### config.mk
export PLATFORM = sky130hd
export DESIGN_NAME = reply_supervisor_flat
export DESIGN_NICKNAME = d
export VERILOG_FILES = /design/src/rtl/reply_supervisor_if.sv /design/src/rtl/reply_supervisor.sv /design/src/flat_wrapper.sv
export SDC_FILE = /design/constraint.sdc
export NUM_CORES = 1
export LEC_CHECK = 0
export BUFFER_PORTS_ARGS = -buffer_cell sky130_fd_sc_hd__buf_2
export CAP_MARGIN = 10
export CELL_PAD_IN_SITES_DETAIL_PLACEMENT = 0
export CELL_PAD_IN_SITES_GLOBAL_PLACEMENT = 1
export CORE_UTILIZATION = 48
export DETAILED_ROUTE_END_ITERATION = 8
export PLACE_DENSITY = 0.78
export REMOVE_ABC_BUFFERS = 1
export SETUP_SLACK_MARGIN = 0.15
export SLEW_MARGIN = 25
export SYNTH_ARGS = -nofsm -noshare
export SYNTH_HDL_FRONTEND = slang
export SYNTH_SLANG_ARGS = --single-unit
### constraint.sdc
create_clock -name clk -period 2.7 [get_ports clk]
set_input_delay 0.27 -clock clk [delete_from_list [all_inputs] [get_ports clk]]
set_output_delay 0.27 -clock clk [all_outputs]
set_load 0.01 [all_outputs]
### src/rtl/reply_supervisor_if.sv
// Command/reply link bundle between the sequencer/receiver side (master) and the
// per-channel reply supervisor (slave).
interface reply_supervisor_if #(
  parameter int N_CH = 3
);
  logic [N_CH-1:0] delays_after_cmds_for_reply;
  logic            rx_start_bit_accepted;
  logic            rx_frame_end;
  logic            rx_err;
  logic            rx_sd_busy;
  logic [N_CH-1:0] repeat_reqs;
  logic [N_CH-1:0] toggle_com_src_reqs;
  logic [N_CH-1:0] replies_ok;
  logic [N_CH-1:0] replies_reception;

  modport master (
    output delays_after_cmds_for_reply, rx_start_bit_accepted, rx_frame_end,
           rx_err, rx_sd_busy,
    input  repeat_reqs, toggle_com_src_reqs, replies_ok, replies_reception
  );

  modport slave (
    input  delays_after_cmds_for_reply, rx_start_bit_accepted, rx_frame_end,
           rx_err, rx_sd_busy,
    output repeat_reqs, toggle_com_src_reqs, replies_ok, replies_reception
  );
endinterface

### src/rtl/reply_supervisor.sv
// Per-channel reply supervisor: reply window tracking, frame watchdog, retry/toggle escalation.
// Optional per-channel FAIL statistics enabled by defining REPLY_SUPERVISOR_STATS_EN.
module reply_supervisor #(
  parameter int N_CH          = 3,
  parameter int MAX_REPEATS   = 2,
  parameter int FRAME_TIMEOUT = 1024,
  parameter int TMO_W         = 11
) (
  input  logic                clk,
  input  logic                n_rst,
  reply_supervisor_if.slave   bus
`ifdef REPLY_SUPERVISOR_STATS_EN
  ,
  input  logic                stats_clr,
  output logic [8*N_CH-1:0]   fail_counts
`endif
);

  typedef enum logic [1:0] {IDLE, WAIT, RECV} state_t;

  logic fe_q;
  logic fe_fall;

  always_ff @(posedge clk or negedge n_rst) begin
    if (!n_rst) fe_q <= 1'b0;
    else        fe_q <= bus.rx_frame_end;
  end

  assign fe_fall = !bus.rx_frame_end && fe_q;

  for (genvar i = 0; i < N_CH; i++) begin : g_ch
    state_t           state;
    logic             win_q;
    logic [3:0]       retry;
    logic [TMO_W-1:0] tmo;
    logic             rep_q, tog_q, ok_q, rx_q;
    logic             win, win_rise, win_fall;
    logic             fail, ok;

    assign win      = bus.delays_after_cmds_for_reply[i];
    assign win_rise = win && !win_q;
    assign win_fall = !win && win_q;

    // An rx_err always ends the frame immediately, so an error coinciding with
    // the frame-end fall still takes the FAIL path.
    always_comb begin
      fail = 1'b0;
      ok   = 1'b0;
      case (state)
        WAIT:    fail = win_fall;
        RECV: begin
          fail = bus.rx_err || (tmo == TMO_W'(FRAME_TIMEOUT));
          ok   = !fail && fe_fall;
        end
        default: ;
      endcase
    end

    always_ff @(posedge clk or negedge n_rst) begin
      if (!n_rst) begin
        state <= IDLE;
        win_q <= 1'b0;
        retry <= '0;
        tmo   <= '0;
        rep_q <= 1'b0;
        tog_q <= 1'b0;
        ok_q  <= 1'b0;
        rx_q  <= 1'b0;
      end else begin
        win_q <= win;
        rep_q <= 1'b0;
        tog_q <= 1'b0;
        ok_q  <= 1'b0;
        case (state)
          IDLE: if (win_rise) state <= WAIT;
          WAIT: begin
            if (win_fall) begin
              state <= IDLE;
            end else if (win && bus.rx_start_bit_accepted) begin
              state <= RECV;
              rx_q  <= 1'b1;
              tmo   <= '0;
            end
          end
          RECV: begin
            // A window re-rising while the reply closes opens a fresh wait.
            if (fail || ok) begin
              state <= win_rise ? WAIT : IDLE;
              rx_q  <= 1'b0;
            end else if ((bus.rx_sd_busy || !bus.rx_frame_end) && (tmo != '1)) begin
              tmo <= tmo + TMO_W'(1);
            end
          end
          default: state <= IDLE;
        endcase

        if (ok) begin
          ok_q  <= 1'b1;
          retry <= '0;
        end else if (fail) begin
          if (retry < 4'(MAX_REPEATS)) begin
            rep_q <= 1'b1;
            retry <= retry + 4'd1;
          end else begin
            tog_q <= 1'b1;
            retry <= '0;
          end
        end
      end
    end

    assign bus.repeat_reqs[i]         = rep_q;
    assign bus.toggle_com_src_reqs[i] = tog_q;
    assign bus.replies_ok[i]          = ok_q;
    assign bus.replies_reception[i]   = rx_q;

`ifdef REPLY_SUPERVISOR_STATS_EN
    logic [7:0] fcnt;

    always_ff @(posedge clk or negedge n_rst) begin
      if (!n_rst)                     fcnt <= '0;
      else if (stats_clr)             fcnt <= '0;
      else if (fail && fcnt != '1)    fcnt <= fcnt + 8'd1;
    end

    assign fail_counts[8*i +: 8] = fcnt;
`endif
  end

endmodule

### src/flat_wrapper.sv
// flat-port wrapper written by rule: the top's interface ports become plain ports
module reply_supervisor_flat 
#(
  parameter int N_CH          = 3,
  parameter int MAX_REPEATS   = 2,
  parameter int FRAME_TIMEOUT = 1024,
  parameter int TMO_W         = 11
)
  (clk, n_rst, bus_delays_after_cmds_for_reply, bus_rx_start_bit_accepted, bus_rx_frame_end, bus_rx_err, bus_rx_sd_busy, bus_repeat_reqs, bus_toggle_com_src_reqs, bus_replies_ok, bus_replies_reception);
  reply_supervisor_if #(.N_CH(N_CH)) bus_i ();
  input  logic clk;
  input  logic n_rst;
  input wire logic [$bits(bus_i.delays_after_cmds_for_reply)-1:0] bus_delays_after_cmds_for_reply;
  input wire logic [$bits(bus_i.rx_start_bit_accepted)-1:0] bus_rx_start_bit_accepted;
  input wire logic [$bits(bus_i.rx_frame_end)-1:0] bus_rx_frame_end;
  input wire logic [$bits(bus_i.rx_err)-1:0] bus_rx_err;
  input wire logic [$bits(bus_i.rx_sd_busy)-1:0] bus_rx_sd_busy;
  output wire logic [$bits(bus_i.repeat_reqs)-1:0] bus_repeat_reqs;
  output wire logic [$bits(bus_i.toggle_com_src_reqs)-1:0] bus_toggle_com_src_reqs;
  output wire logic [$bits(bus_i.replies_ok)-1:0] bus_replies_ok;
  output wire logic [$bits(bus_i.replies_reception)-1:0] bus_replies_reception;
  assign bus_i.delays_after_cmds_for_reply = bus_delays_after_cmds_for_reply;
  assign bus_i.rx_start_bit_accepted = bus_rx_start_bit_accepted;
  assign bus_i.rx_frame_end = bus_rx_frame_end;
  assign bus_i.rx_err = bus_rx_err;
  assign bus_i.rx_sd_busy = bus_rx_sd_busy;
  assign bus_repeat_reqs = bus_i.repeat_reqs;
  assign bus_toggle_com_src_reqs = bus_i.toggle_com_src_reqs;
  assign bus_replies_ok = bus_i.replies_ok;
  assign bus_replies_reception = bus_i.replies_reception;
  reply_supervisor #(.N_CH(N_CH), .MAX_REPEATS(MAX_REPEATS), .FRAME_TIMEOUT(FRAME_TIMEOUT), .TMO_W(TMO_W)) u_core (.clk(clk), .n_rst(n_rst), .bus(bus_i));
endmodule
==> results.sh <==
export IMPL_antenna_found_initial=0
export IMPL_num_rows=33
export IMPL_slowest_stage="or4_4"
export IMPL_grt_overflow=0
export IMPL_arrival_ns=2.79
export IMPL_synth_top_area_share_pct=40.4
export IMPL_fin_crit_sh_pct=93.2
export IMPL_power_density_nw_per_um2=865
export IMPL_synthFlopType="dfrtp_1"
export IMPL_drc_errors=0
export IMPL_reg2regPathDepth=7
export IMPL_path_clk_slew_ns=0.08
export IMPL_initial_utilization_pct=50.0
export IMPL_hold_path_depth=1
export IMPL_ant_nets=0
export IMPL_hold_viol=0
export IMPL_cts_buffers=9
export IMPL_tritoncts="yes"
export IMPL_rsz0062_at_grt="true"
export IMPL_crit_cells=7
export IMPL_start_kind="flip-flop"
export IMPL_crit_start="u_core.g_ch[0].tmo[1]$_DFFE_PN0P_"
export IMPL_setup_tns_ns=0
export IMPL_r2r_end="u_core.g_ch[0].tmo[7]$_DFFE_PN0P_"
export IMPL_fmax_mhz=397
export IMPL_grt_pass1_wl_mm=16.1
export IMPL_cts_path_max_buffers=2
export IMPL_r2r_slack_ns=0.18
export IMPL_cp_required_ns=2.97
export IMPL_dr_pass1_iters=5
export IMPL_place_hpwl_mm=6.64
export IMPL_synth_edff_count=0
export IMPL_wl_per_cell_um=16.2
export IMPL_holdCritPathClass="primary input to flip-flop"
export IMPL_worstMarginPinSlew_ns=0.863
export IMPL_clock_sinks=67
export IMPL_critical_path_max_fanout=8
export IMPL_pin_count=21
export IMPL_wl_mm=9.52
export IMPL_yosysTopAreaCell="dfrtp_1"
export IMPL_h_tree_depth=3
export IMPL_maxCapViolCount=0
export IMPL_end_kind="flip-flop"
export IMPL_whs_ns=0.0931
export IMPL_critPathCapture="u_core.g_ch[0].tmo[7]$_DFFE_PN0P_"
export IMPL_globalplace_congestion=0.825
export IMPL_syn_mean_instance_area_sq_um=9.24
export IMPL_port_buffers=20
export IMPL_crit_type="flip-flop to flip-flop"
export IMPL_slew_violations=0
export IMPL_rr_startpoint="u_core.g_ch[0].tmo[1]$_DFFE_PN0P_"
export IMPL_fp_dieW_um=95.0
export IMPL_vias_per_cell=6.03
export IMPL_vias=3539
export IMPL_finalSetupViolCount=0
export IMPL_grt_pass1_vias=3347
export IMPL_yosys_top_cells_count="67 x dfrtp_1, 40 x nand2_1, 30 x nor2_1"
export IMPL_yosysWarningCount=0
export IMPL_grt_usage_pct=23.1
export IMPL_syn_inst=449
export IMPL_seq_area_frac_synth_pct=40.4
export IMPL_synth_area_sq_um=4150
export IMPL_finalClockSkew_ns=0.0119
export IMPL_grt_max_degree=42
export IMPL_postSynth_asyncResetShare_pct=100
export IMPL_yosysMostFrequentCell="dfrtp_1"
export IMPL_syn_to_final_growth_pct=13.5
export IMPL_vdd_drop_max_v=0.000351
export IMPL_crit_family="simple AND/OR/NAND/NOR gates"
export IMPL_layout_drive_gt1_share_pct=17.2
export IMPL_cp_cell_sequence="inv_2, ha_1, or4b_4, o31a_1, a221o_2, or4_4, a21oi_1"
export IMPL_power_total_mw=4.07
export IMPL_clkLatencyLatePin_ns=0.35
export IMPL_n_fill_cell=745
export IMPL_die_h_um=95.0
export IMPL_coreArea_sq_um=8300
export IMPL_cp_buffers_inverters=1
export IMPL_max_stage_delay_ns=0.50
export IMPL_antennaDiodeCount=0
export IMPL_drt_initial_drc_count=162
export IMPL_cts_root_buf="clkbuf_8"
export IMPL_relSlewSlack_pct=42.4
export IMPL_fin_nets=507
export IMPL_die_area_sq_um=9020
export IMPL_leakagePower_nw=2.11
export IMPL_min_period_ns=2.52
export IMPL_synth_cell_types=61
export IMPL_ys_seq_elements=67
export IMPL_status="finished, final reports clean"
export IMPL_yosys_top_cells_area="dfrtp_1 40%, ha_1 6.3%, nand2_1 3.6%"
sequential cells by signal (all words and copies together), names as in the netlist:
signal,flops
u_core.g_ch.rep_q,3
u_core.g_ch.retry,12
u_core.g_ch.state,6
u_core.g_ch.tmo,33
u_core.g_ch.win_q,3
u_core.fe_q,1
u_core.g_ch.ok_q,3
u_core.g_ch.rx_q,3
u_core.g_ch.tog_q,3
metrics by stage:
step                util (%)  instance area [sq um]  worst slack (ns)  instances
floorplan                  -                   4000            0.0597        422
global placement        52.9                   4390            0.0944        567
detailed placement      52.9                   4390            0.0428        567
CTS                     56.2                   4660             0.173        585
global route            56.7                   4710             0.112        587
finish                  56.7                   4710             0.183        587
layout by cell type (no fill, tap or decap), types with 11 or more instances in the layout:
cell type,count
dfrtp_1,67
nand2_1,40
nor2_1,30
inv_1,23
buf_4,22
ha_1,21
nand3_1,20
buf_2,20
a21oi_1,18
nor3_1,15
and2_1,15
o21ai_0,13
and3_1,11
kinds of logic (layout without fill, tap and decap cells):
logic type,Yosys count,in the layout,share of synthesized area (%)
AO/OA/AOI/OAI,108,108,19.1
adder cells (fa/ha/maj),21,21,6.33
buffers and inverters,52,85,6.00
flip-flops,67,67,40.4
multiplexers,10,10,2.59
AND/OR/NAND/NOR,191,191,25.5
worst reg2reg max path: stages, from the launching register on:
cell,delay (ns)
dfrtp_1,0.42
inv_2,0.07
ha_1,0.12
or4b_4,0.47
o31a_1,0.28
a221o_2,0.41
or4_4,0.50
a21oi_1,0.16
cell type report:
class,count,area [sq um],share of cell area [%]
sequential,67,1680,35.6
timing repair buffer,44,295,6.27
clock buffer,9,124,2.63
clock inverter,7,124,2.63
inverter,25,93.8,1.99
multi-input combinational,330,2260,48.1
tap,105,131,2.79
where the power goes:
| group | switching, mW | internal (mW) |
|---|---|---|
| logic | 1.04 | 0.687 |
| registers | 0.138 | 1.17 |
| clock network | 0.419 | 0.620 |
worst min path at each step:
stage | from | end | slack (ns)
after global routing | bus_delays_after_cmds_for_reply[2] | u_core.g_ch[2].win_q$_DFF_PN0_ | 0.08
final | bus_delays_after_cmds_for_reply[1] | u_core.g_ch[1].win_q$_DFF_PN0_ | 0.09
after global placement | n_rst | u_core.g_ch[0].tmo[3]$_DFFE_PN0P_ | 0.33
after CTS | bus_delays_after_cmds_for_reply[2] | u_core.g_ch[2].win_q$_DFF_PN0_ | 0.08
after floorplan | n_rst | u_core.fe_q$_DFF_PN0_ | -0.03
after detailed placement | n_rst | u_core.g_ch[0].tmo[3]$_DFFE_PN0P_ | 0.33
what timing repair did:
| item | CTS | global route |
|---|---|---|
| setup endpoints to repair | 4 | 21 |
| resized for setup | 2 | 7 |
| setup buffers | 1 | 2 |
| pin swaps | 0 | 2 |
| hold buffers | 1 | 0 |
| hold endpoints to repair | 26 | 0 |
routing by layer:
metal	track usage [%]	share of wire [%]	wire length, um
met4	7.20	1.1	105
met2	36.6	47	4440
met5	0	0	0
met3	4.59	4.3	410
met1	31.8	48	4570
(Power assumes the default switching activity.)
